### src/rtl/spi_cache_pkg.sv
// Shared definitions for the SPI cache front end: arbiter FSM states,
// read-response encodings and the default flash address window width.
package spi_cache_pkg;

  typedef enum logic [1:0] {
    IDLE = 2'd0,
    ADDR = 2'd1,
    DATA = 2'd2,
    ERR  = 2'd3
  } arb_state_e;

  localparam logic RESP_OKAY = 1'b0;
  localparam logic RESP_ERR  = 1'b1;

  localparam int FLASH_AW_DEFAULT = 24;

endpackage

### src/rtl/rr_arbiter2.sv
// Two-request round-robin picker; purely combinational, the history bit
// is owned by the caller.
module rr_arbiter2 (
  input  logic [1:0] req,
  input  logic       last,
  output logic [1:0] gnt,
  output logic       idx
);

  always_comb begin
    gnt = 2'b00;
    idx = 1'b0;
    unique case (req)
      2'b01: begin gnt = 2'b01; idx = 1'b0; end
      2'b10: begin gnt = 2'b10; idx = 1'b1; end
      2'b11: begin
        // On a tie the requester that did not win last time goes first.
        if (last) begin gnt = 2'b01; idx = 1'b0; end
        else      begin gnt = 2'b10; idx = 1'b1; end
      end
      default: begin gnt = 2'b00; idx = 1'b0; end
    endcase
  end

endmodule

### src/rtl/axil_read_arbiter.sv
// Two-master AXI4-Lite read arbiter feeding the SPI cache; one transaction
// in flight, out-of-window addresses answered locally with an error.
module axil_read_arbiter
  import spi_cache_pkg::*;
#(
  parameter int FLASH_AW = FLASH_AW_DEFAULT,
  parameter int RESP_W   = 1
) (
  input  logic              aclk,
  input  logic              aresetn,
  input  logic              s0_arvalid,
  output logic              s0_arready,
  input  logic [31:0]       s0_araddr,
  input  logic [2:0]        s0_arprot,
  output logic              s0_rvalid,
  input  logic              s0_rready,
  output logic [31:0]       s0_rdata,
  output logic [RESP_W-1:0] s0_rresp,
  input  logic              s1_arvalid,
  output logic              s1_arready,
  input  logic [31:0]       s1_araddr,
  input  logic [2:0]        s1_arprot,
  output logic              s1_rvalid,
  input  logic              s1_rready,
  output logic [31:0]       s1_rdata,
  output logic [RESP_W-1:0] s1_rresp,
  output logic              m_arvalid,
  input  logic              m_arready,
  output logic [31:0]       m_araddr,
  output logic [2:0]        m_arprot,
  input  logic              m_rvalid,
  output logic              m_rready,
  input  logic [31:0]       m_rdata,
  input  logic [RESP_W-1:0] m_rresp
);

  arb_state_e  state_q, state_d;
  logic        grant_q, grant_d;
  logic        last_grant_q, last_grant_d;
  logic [31:0] addr_q, addr_d;
  logic [2:0]  prot_q, prot_d;

  logic [1:0]        arb_gnt;
  logic              arb_idx;
  logic              r_vld;
  logic [31:0]       r_data;
  logic [RESP_W-1:0] r_resp;
  logic              sel_rready;

  function automatic logic in_window(input logic [31:0] addr);
    return (addr >> FLASH_AW) == 32'd0;
  endfunction

  rr_arbiter2 u_rr (
    .req  ({s1_arvalid, s0_arvalid}),
    .last (last_grant_q),
    .gnt  (arb_gnt),
    .idx  (arb_idx)
  );

  assign sel_rready = grant_q ? s1_rready : s0_rready;

  always_comb begin
    state_d      = state_q;
    grant_d      = grant_q;
    last_grant_d = last_grant_q;
    addr_d       = addr_q;
    prot_d       = prot_q;
    s0_arready   = 1'b0;
    s1_arready   = 1'b0;
    m_arvalid    = 1'b0;
    m_rready     = 1'b0;
    r_vld        = 1'b0;
    r_data       = 32'h0;
    r_resp       = {RESP_W{RESP_OKAY}};
    unique case (state_q)
      IDLE: begin
        // Ready is gated by reset so nothing handshakes while held in reset.
        s0_arready = arb_gnt[0] & aresetn;
        s1_arready = arb_gnt[1] & aresetn;
        if (|arb_gnt) begin
          grant_d = arb_idx;
          addr_d  = arb_idx ? s1_araddr : s0_araddr;
          prot_d  = arb_idx ? s1_arprot : s0_arprot;
          state_d = in_window(arb_idx ? s1_araddr : s0_araddr) ? ADDR : ERR;
        end
      end
      ADDR: begin
        m_arvalid = 1'b1;
        if (m_arready) state_d = DATA;
      end
      DATA: begin
        r_vld    = m_rvalid;
        r_data   = m_rdata;
        r_resp   = m_rresp;
        m_rready = sel_rready;
        if (m_rvalid && sel_rready) begin
          last_grant_d = grant_q;
          state_d      = IDLE;
        end
      end
      ERR: begin
        r_vld  = 1'b1;
        r_resp = {RESP_W{RESP_ERR}};
        if (sel_rready) begin
          last_grant_d = grant_q;
          state_d      = IDLE;
        end
      end
      default: state_d = IDLE;
    endcase
  end

  always_comb begin
    s0_rvalid = r_vld & ~grant_q;
    s1_rvalid = r_vld &  grant_q;
    s0_rdata  = grant_q ? 32'h0 : r_data;
    s1_rdata  = grant_q ? r_data : 32'h0;
    s0_rresp  = grant_q ? {RESP_W{RESP_OKAY}} : r_resp;
    s1_rresp  = grant_q ? r_resp : {RESP_W{RESP_OKAY}};
  end

  assign m_araddr = addr_q;
  assign m_arprot = prot_q;

  always_ff @(posedge aclk or negedge aresetn) begin
    if (!aresetn) begin
      state_q      <= IDLE;
      grant_q      <= 1'b0;
      last_grant_q <= 1'b1;
      addr_q       <= 32'h0;
      prot_q       <= 3'h0;
    end else begin
      state_q      <= state_d;
      grant_q      <= grant_d;
      last_grant_q <= last_grant_d;
      addr_q       <= addr_d;
      prot_q       <= prot_d;
    end
  end

endmodule
### config.mk
export PLATFORM = sky130hd
export DESIGN_NAME = axil_read_arbiter
export DESIGN_NICKNAME = d
export VERILOG_FILES = /design/src/rtl/spi_cache_pkg.sv /design/src/rtl/rr_arbiter2.sv /design/src/rtl/axil_read_arbiter.sv
export SDC_FILE = /design/constraint.sdc
export NUM_CORES = 1
export LEC_CHECK = 0
export CORE_MARGIN = 10
export CORE_UTILIZATION = 33
export DETAILED_ROUTE_END_ITERATION = 12
export GPL_ROUTABILITY_DRIVEN = 0
export PLACE_DENSITY_LB_ADDON = 0.3
export SLEW_MARGIN = 20
export SYNTH_ARGS = -nofsm -noshare
export SYNTH_HDL_FRONTEND = slang
export SYNTH_SLANG_ARGS = --single-unit
### constraint.sdc
create_clock -name aclk -period 1.8 [get_ports aclk]
set_input_delay 0.18 -clock aclk [delete_from_list [all_inputs] [get_ports aclk]]
set_output_delay 0.18 -clock aclk [all_outputs]
set_load 0.01 [all_outputs]
# After elaboration in Yosys (flattened, before gate mapping)
# Index checks and enable logic that the tools add are counted.
[word_totals]
regBits = 39
latch_bits = 0
ramBits = 0
mem_bits_ro = 0
out_inout_bits = 107
word_cells = 55
memories = 0
[op_classes]
addsub = 0
n_mul = 0
div = 0
magnitude_cmp = 0
eq_ne = 10
shift = 0
mux = 27
n_bitwise = 5
n_reduce_logical = 8
[ops]
columns = ["op", "count"]
rows = [
  ["$mux 32", 4],
  ["$logic_not 32->1", 1],
  ["$mux 2", 6],
  ["$mux 1", 10],
  ["$eq 2x2->1 const B", 4],
  ["$ne 2x2->1 const B", 4],
  ["$pmux 1 s2", 4],
  ["$pmux 2 s4", 1],
  ["$pmux 2 s3", 1],
  ["$and 1x1->1", 4],
  ["$eq 2x1->1 const B", 2],
  ["$reduce_and 4->1", 1],
  ["$mux 3", 1],
  ["$reduce_and 3->1", 1],
  ["$logic_not 2->1", 1],
  ["$reduce_and 2->1", 1],
  ["$reduce_bool 2->1", 1],
  ["$reduce_or 2->1", 1],
  ["$logic_and 1x1->1", 1],
  ["$not 1->1", 1],
]

# Depth between registers and ports, before layout
[depth]
depth_word = 7
mapped_depth = 5
mapped_depth_nobuf = 3

# Hierarchy
# A second synthesis with hierarchy kept.
[unflattened]
hier_cells = 228
hier_area_um2 = 2622.5
[by_module_without_submodules]
columns = ["mod", "instances", "cells_each", "area_per_inst_um2"]
rows = [
  ["axil_read_arbiter", 1, 224, 2596.2],
  ["rr_arbiter2", 1, 4, 26.3],
]

# Worst setup path before layout
# No wires, ideal clock.
[synth_path]
kind = "register -> register"
from = "register last_grant_q"
to = "register addr_q[19], in the netlist m_araddr[19]"
arrival_ps = 1393
required_time_ps = 1675
slack_ps = 282
stages_incl_launch_ff = 6
path_buffers = 2
path_cell_list = "dfstp_2 -> a21boi_2 -> buf_6 -> buf_6 -> mux2_4 -> mux2_4"
[synth_via]
elab_chain_cells = 4
elab_cells_between_ends = 7
cone_classes = "5 x mux; 2 x reduce/logical"
[synth_lines]
columns = ["item", "line_no", "rtl"]
rows = [
  ["start, declared", "axil_read_arbiter.sv:39", "logic last_grant_q, last_grant_d;"],
  ["start signal, assigned", "axil_read_arbiter.sv:136", "last_grant_q <= last_grant_d;"],
  ["$mux 2", "rr_arbiter2.sv:18", "if (last) begin gnt = 2'b01; idx = 1'b0; end"],
  ["$pmux 2 s3", "rr_arbiter2.sv:13", "unique case (req)"],
  ["$reduce_or 2->1", "axil_read_arbiter.sv:81", "if (|arb_gnt) begin"],
  ["$reduce_and 2->1 (no line)", "n/a", ""],
  ["end signal, assigned", "axil_read_arbiter.sv:137", "addr_q <= addr_d;"],
  ["end, declared", "axil_read_arbiter.sv:40", "logic [31:0] addr_q, addr_d;"],
]
# Several ways; a longest one is shown, not always the timed one.
# A chain may end at the register's enable or synchronous reset.

# Final worst setup path
[layout_path]
from = "register state_q[0]"
to = "output s0_rdata[26]"
[layout_via]
elab_chain_cells = 3
[layout_lines]
columns = ["item", "line_no", "rtl"]
rows = [
  ["start, declared", "axil_read_arbiter.sv:37", "arb_state_e state_q, state_d;"],
  ["start signal, assigned", "axil_read_arbiter.sv:134", "state_q <= state_d;"],
  ["$eq 2x2->1", "axil_read_arbiter.sv:76", "unique case (state_q)"],
  ["$mux 32", "axil_read_arbiter.sv:76", ""],
  ["$mux 32", "axil_read_arbiter.sv:117", "s0_rdata = grant_q ? 32'h0 : r_data;"],
  ["end, declared", "axil_read_arbiter.sv:17", "output logic [31:0] s0_rdata,"],
]
# Every way passes these cells.

==> flow_metrics.tcl <==
set metrics [dict create \
    syn_inst 227 \
    initial_core_util_pct 34.0 \
    clock_latency_ps 300 \
    ios 218 \
    hold_buffers 0 \
    rows 32 \
    cts-root-buf "clkbuf_8" \
    cts_max_level 2 \
    coreArea_mm2 0.00773 \
    ys_types 33 \
    syn-cell-area_mm2 0.00263 \
    drc 0 \
    tightest_slew_ps 513 \
    drt_wl_total_um 11000 \
    cts_tree "yes" \
    setup_violations 0 \
    final_nets 567 \
    cts_buffer_depth 2 \
    worst_ep_required_time_ps 1620 \
    hold_path_class "input port to async pin" \
    critPathTopFamily "buffers and inverters" \
    drtIter0Drc 40 \
    dp_hpwl_um 9020 \
    antenna_cells 0 \
    die_w_um 109 \
    final_cell_area_mm2 0.00503 \
    period_minus_slack_ps 1740 \
    detail-route-antenna-nets 0 \
    finalMaxSlewViolations 0 \
    num_vias 2596 \
    grt_pass1_vias 2736 \
    fmax_ghz 0.575 \
    syn_to_final_growth_pct 91.5 \
    ir_drop_v 0.000666 \
    ff2ff_path_depth 5 \
    rrSetupSlack_ps 150 \
    path_class "register to primary output" \
    yosysWarnings 0 \
    die_y_um 109 \
    die_area_mm2 0.0119 \
    via_per_inst 4.64 \
    avgSynthCellArea_um2 11.6 \
    timing.final.crit_share_pct 96.6 \
    relSlewSlack_pct 65.8 \
    seq_area_um2 977 \
    status "finished clean" \
    drive_gt1_share_pct 30.4 \
    synth_seq_cells 39 \
    cts.sinks 39 \
    ys_seq_area_share_pct 37.2 \
    multiInputGateArea_mm2 0.00158 \
    synth_top_area_share_pct 36.2 \
    start_kind "register" \
    drt_pass1_iterations 4 \
    cp.arrival_ps 1560 \
    pwr_density_cell_mw_per_mm2 1390 \
    crit_chain "nand2b_4 -> nor2_2 -> buf_12 -> and2_1 -> dlygate4sd2_1" \
    grt_usage_pct 17.5 \
    cts_buffers 5 \
    io_buffer_count 217 \
    placedInstanceArea_mm2 0.00502 \
    path_clk_slew_ps 90 \
    postLayoutCoreUtil_pct 65.2 \
    finClkSkew_ps 10.3 \
    leakage_uw 0.00228 \
    hold_violations 0 \
    critPathMaxStageDelay_ps 380 \
    crit_fanout 32 \
    synthTopCellsByArea "dfrtp_1 36%, mux2_4 18%, and2_1 15%, mux2_2 15%, buf_6 2.1%" \
    wire_per_inst_um 19.7 \
    crit_slowest_cell "dfrtp_1" \
    grt_max_degree 40 \
    rr_endpoint "m_araddr[20]" \
    grt_overflow 0 \
    cp-end-kind "primary output" \
    path_buf_inv 2 \
    maxCapViolCount 0 \
    post-synth-top-area-cell "dfrtp_1" \
    grt_pass1_wl_um 16300 \
    syn-num-nets 338 \
    r2r-start "state_q[1]" \
    fillCellCount 625 \
    grt_antenna_before_repair 0 \
]
-- registers in the layout (all words and copies together) (netlist names) --
name and flops:
grant_q 1, m_araddr 32, m_arprot 3, state_q 2
last_grant_q 1
-- worst max path at each step --
stage / from / to / cells after the start
floorplan: last_grant_q / m_araddr[19] / 5
CTS: state_q[0] / s1_rdata[16] / 5
detailed placement: s1_arvalid / m_araddr[30] / 5
global placement: s1_arvalid / m_araddr[30] / 5
finish: state_q[0] / s0_rdata[26] / 5
global route: state_q[0] / s0_rdata[9] / 5
-- power breakdown --
| group | internal (µW) | leakage (µW) | switching [µW] |
|---|---|---|---|
| Sequential | 1340 | 0.000458 | 272 |
| Clock | 413 | 0.0000581 | 348 |
| Combinational | 2760 | 0.00176 | 1880 |
| Total | 4520 | 0.00228 | 2500 |
-- metal layers --
layer / wire length [µm] / track usage (%) / vias up
li1: - / - / 1239
met1: 4280 / 19.5 / 1222
met2: 5740 / 31.7 / 125
met3: 900 / 5.66 / 10
met4: 117 / 3.90 / 0
met5: 0 / 0 / -
-- stage by stage --
stage | cells | setup WS [ps] | TNS (ps) | total power [µW] | hold slack (ps)
final | 559 | 61.3 | 0 | 7020 | 10.7
after global routing | 559 | -10.9 | -82.4 | 7460 | 48.4
after CTS | 558 | 0.0197 | 0 | 7130 | 17.6
after detailed placement | 548 | -108 | -2400 | 6470 | 343
after global placement | 548 | -99.3 | -2080 | 6370 | 344
after floorplan | 227 | 282 | 0 | 3820 | -116
-- final cells by class --
cell class / instances / area share, %
clock buffers: 5 / 1.37
clock inverters: 3 / 0.870
inverters: 2 / 0.149
multi-input cells: 171 / 31.4
flip-flops and latches: 39 / 19.4
well taps: 102 / 2.53
repair buffers: 237 / 44.3
-- kinds of logic after synthesis --
group	share of synthesized area (%)
buf+inv	4.14
mux	34.9
simple gates	19.5
compound gates	4.24
flops	37.2
-- synth_stat cells --
master	number
mux2_2	35
a21o_1	2
nor2_2	1
nor4_1	4
nor2b_1	1
a211o_1	1
o21bai_1	1
nor3_1	1
o21ai_0	2
and2_1	64
nor2_1	8
mux2_1	3
nand2b_1	1
a21boi_2	1
buf_4	1
dfrtp_1	38
nand2_1	1
a22oi_1	1
mux2i_1	1
nand3_1	1
dfstp_2	1
buf_6	5
and3_1	1
o21a_1	2
mux2_4	32
and4_1	1
a22o_1	1
a211oi_2	1
buf_2	3
a21oi_1	3
clkbuf_1	6
and4b_1	1
inv_1	2
-- worst register-to-register path, cell delays in order, from the launching register on --
cell	delay, ps
dfrtp_1	420
buf_4	180
nor2_2	130
o21a_2	250
buf_12	220
mux2_4	330
-- layout by cell type, fill, tap and decap left out, types with 2 or more instances in the layout --
cell type          n
clkdlybuf4s50_1  144
and2_1            64
dfrtp_1           38
mux2_2            35
mux2_4            32
clkbuf_2          30
dlygate4sd2_1     20
clkdlybuf4s15_1   19
buf_4             14
nor2_1             6
clkbuf_8           5
buf_12             5
nor4_1             4
a21oi_1            3
mux2_1             3
clkdlybuf4s15_2    3
nor2_2             2
o21ai_0            2
a21o_1             2
-- timing repair --
item / CTS / global route
cloned: 1 / 0
gates resized for setup: 98 / 68
buffers inserted: 1 / 1
endpoints found under the setup margin: 71 / 46
(Power assumes the default switching activity.)
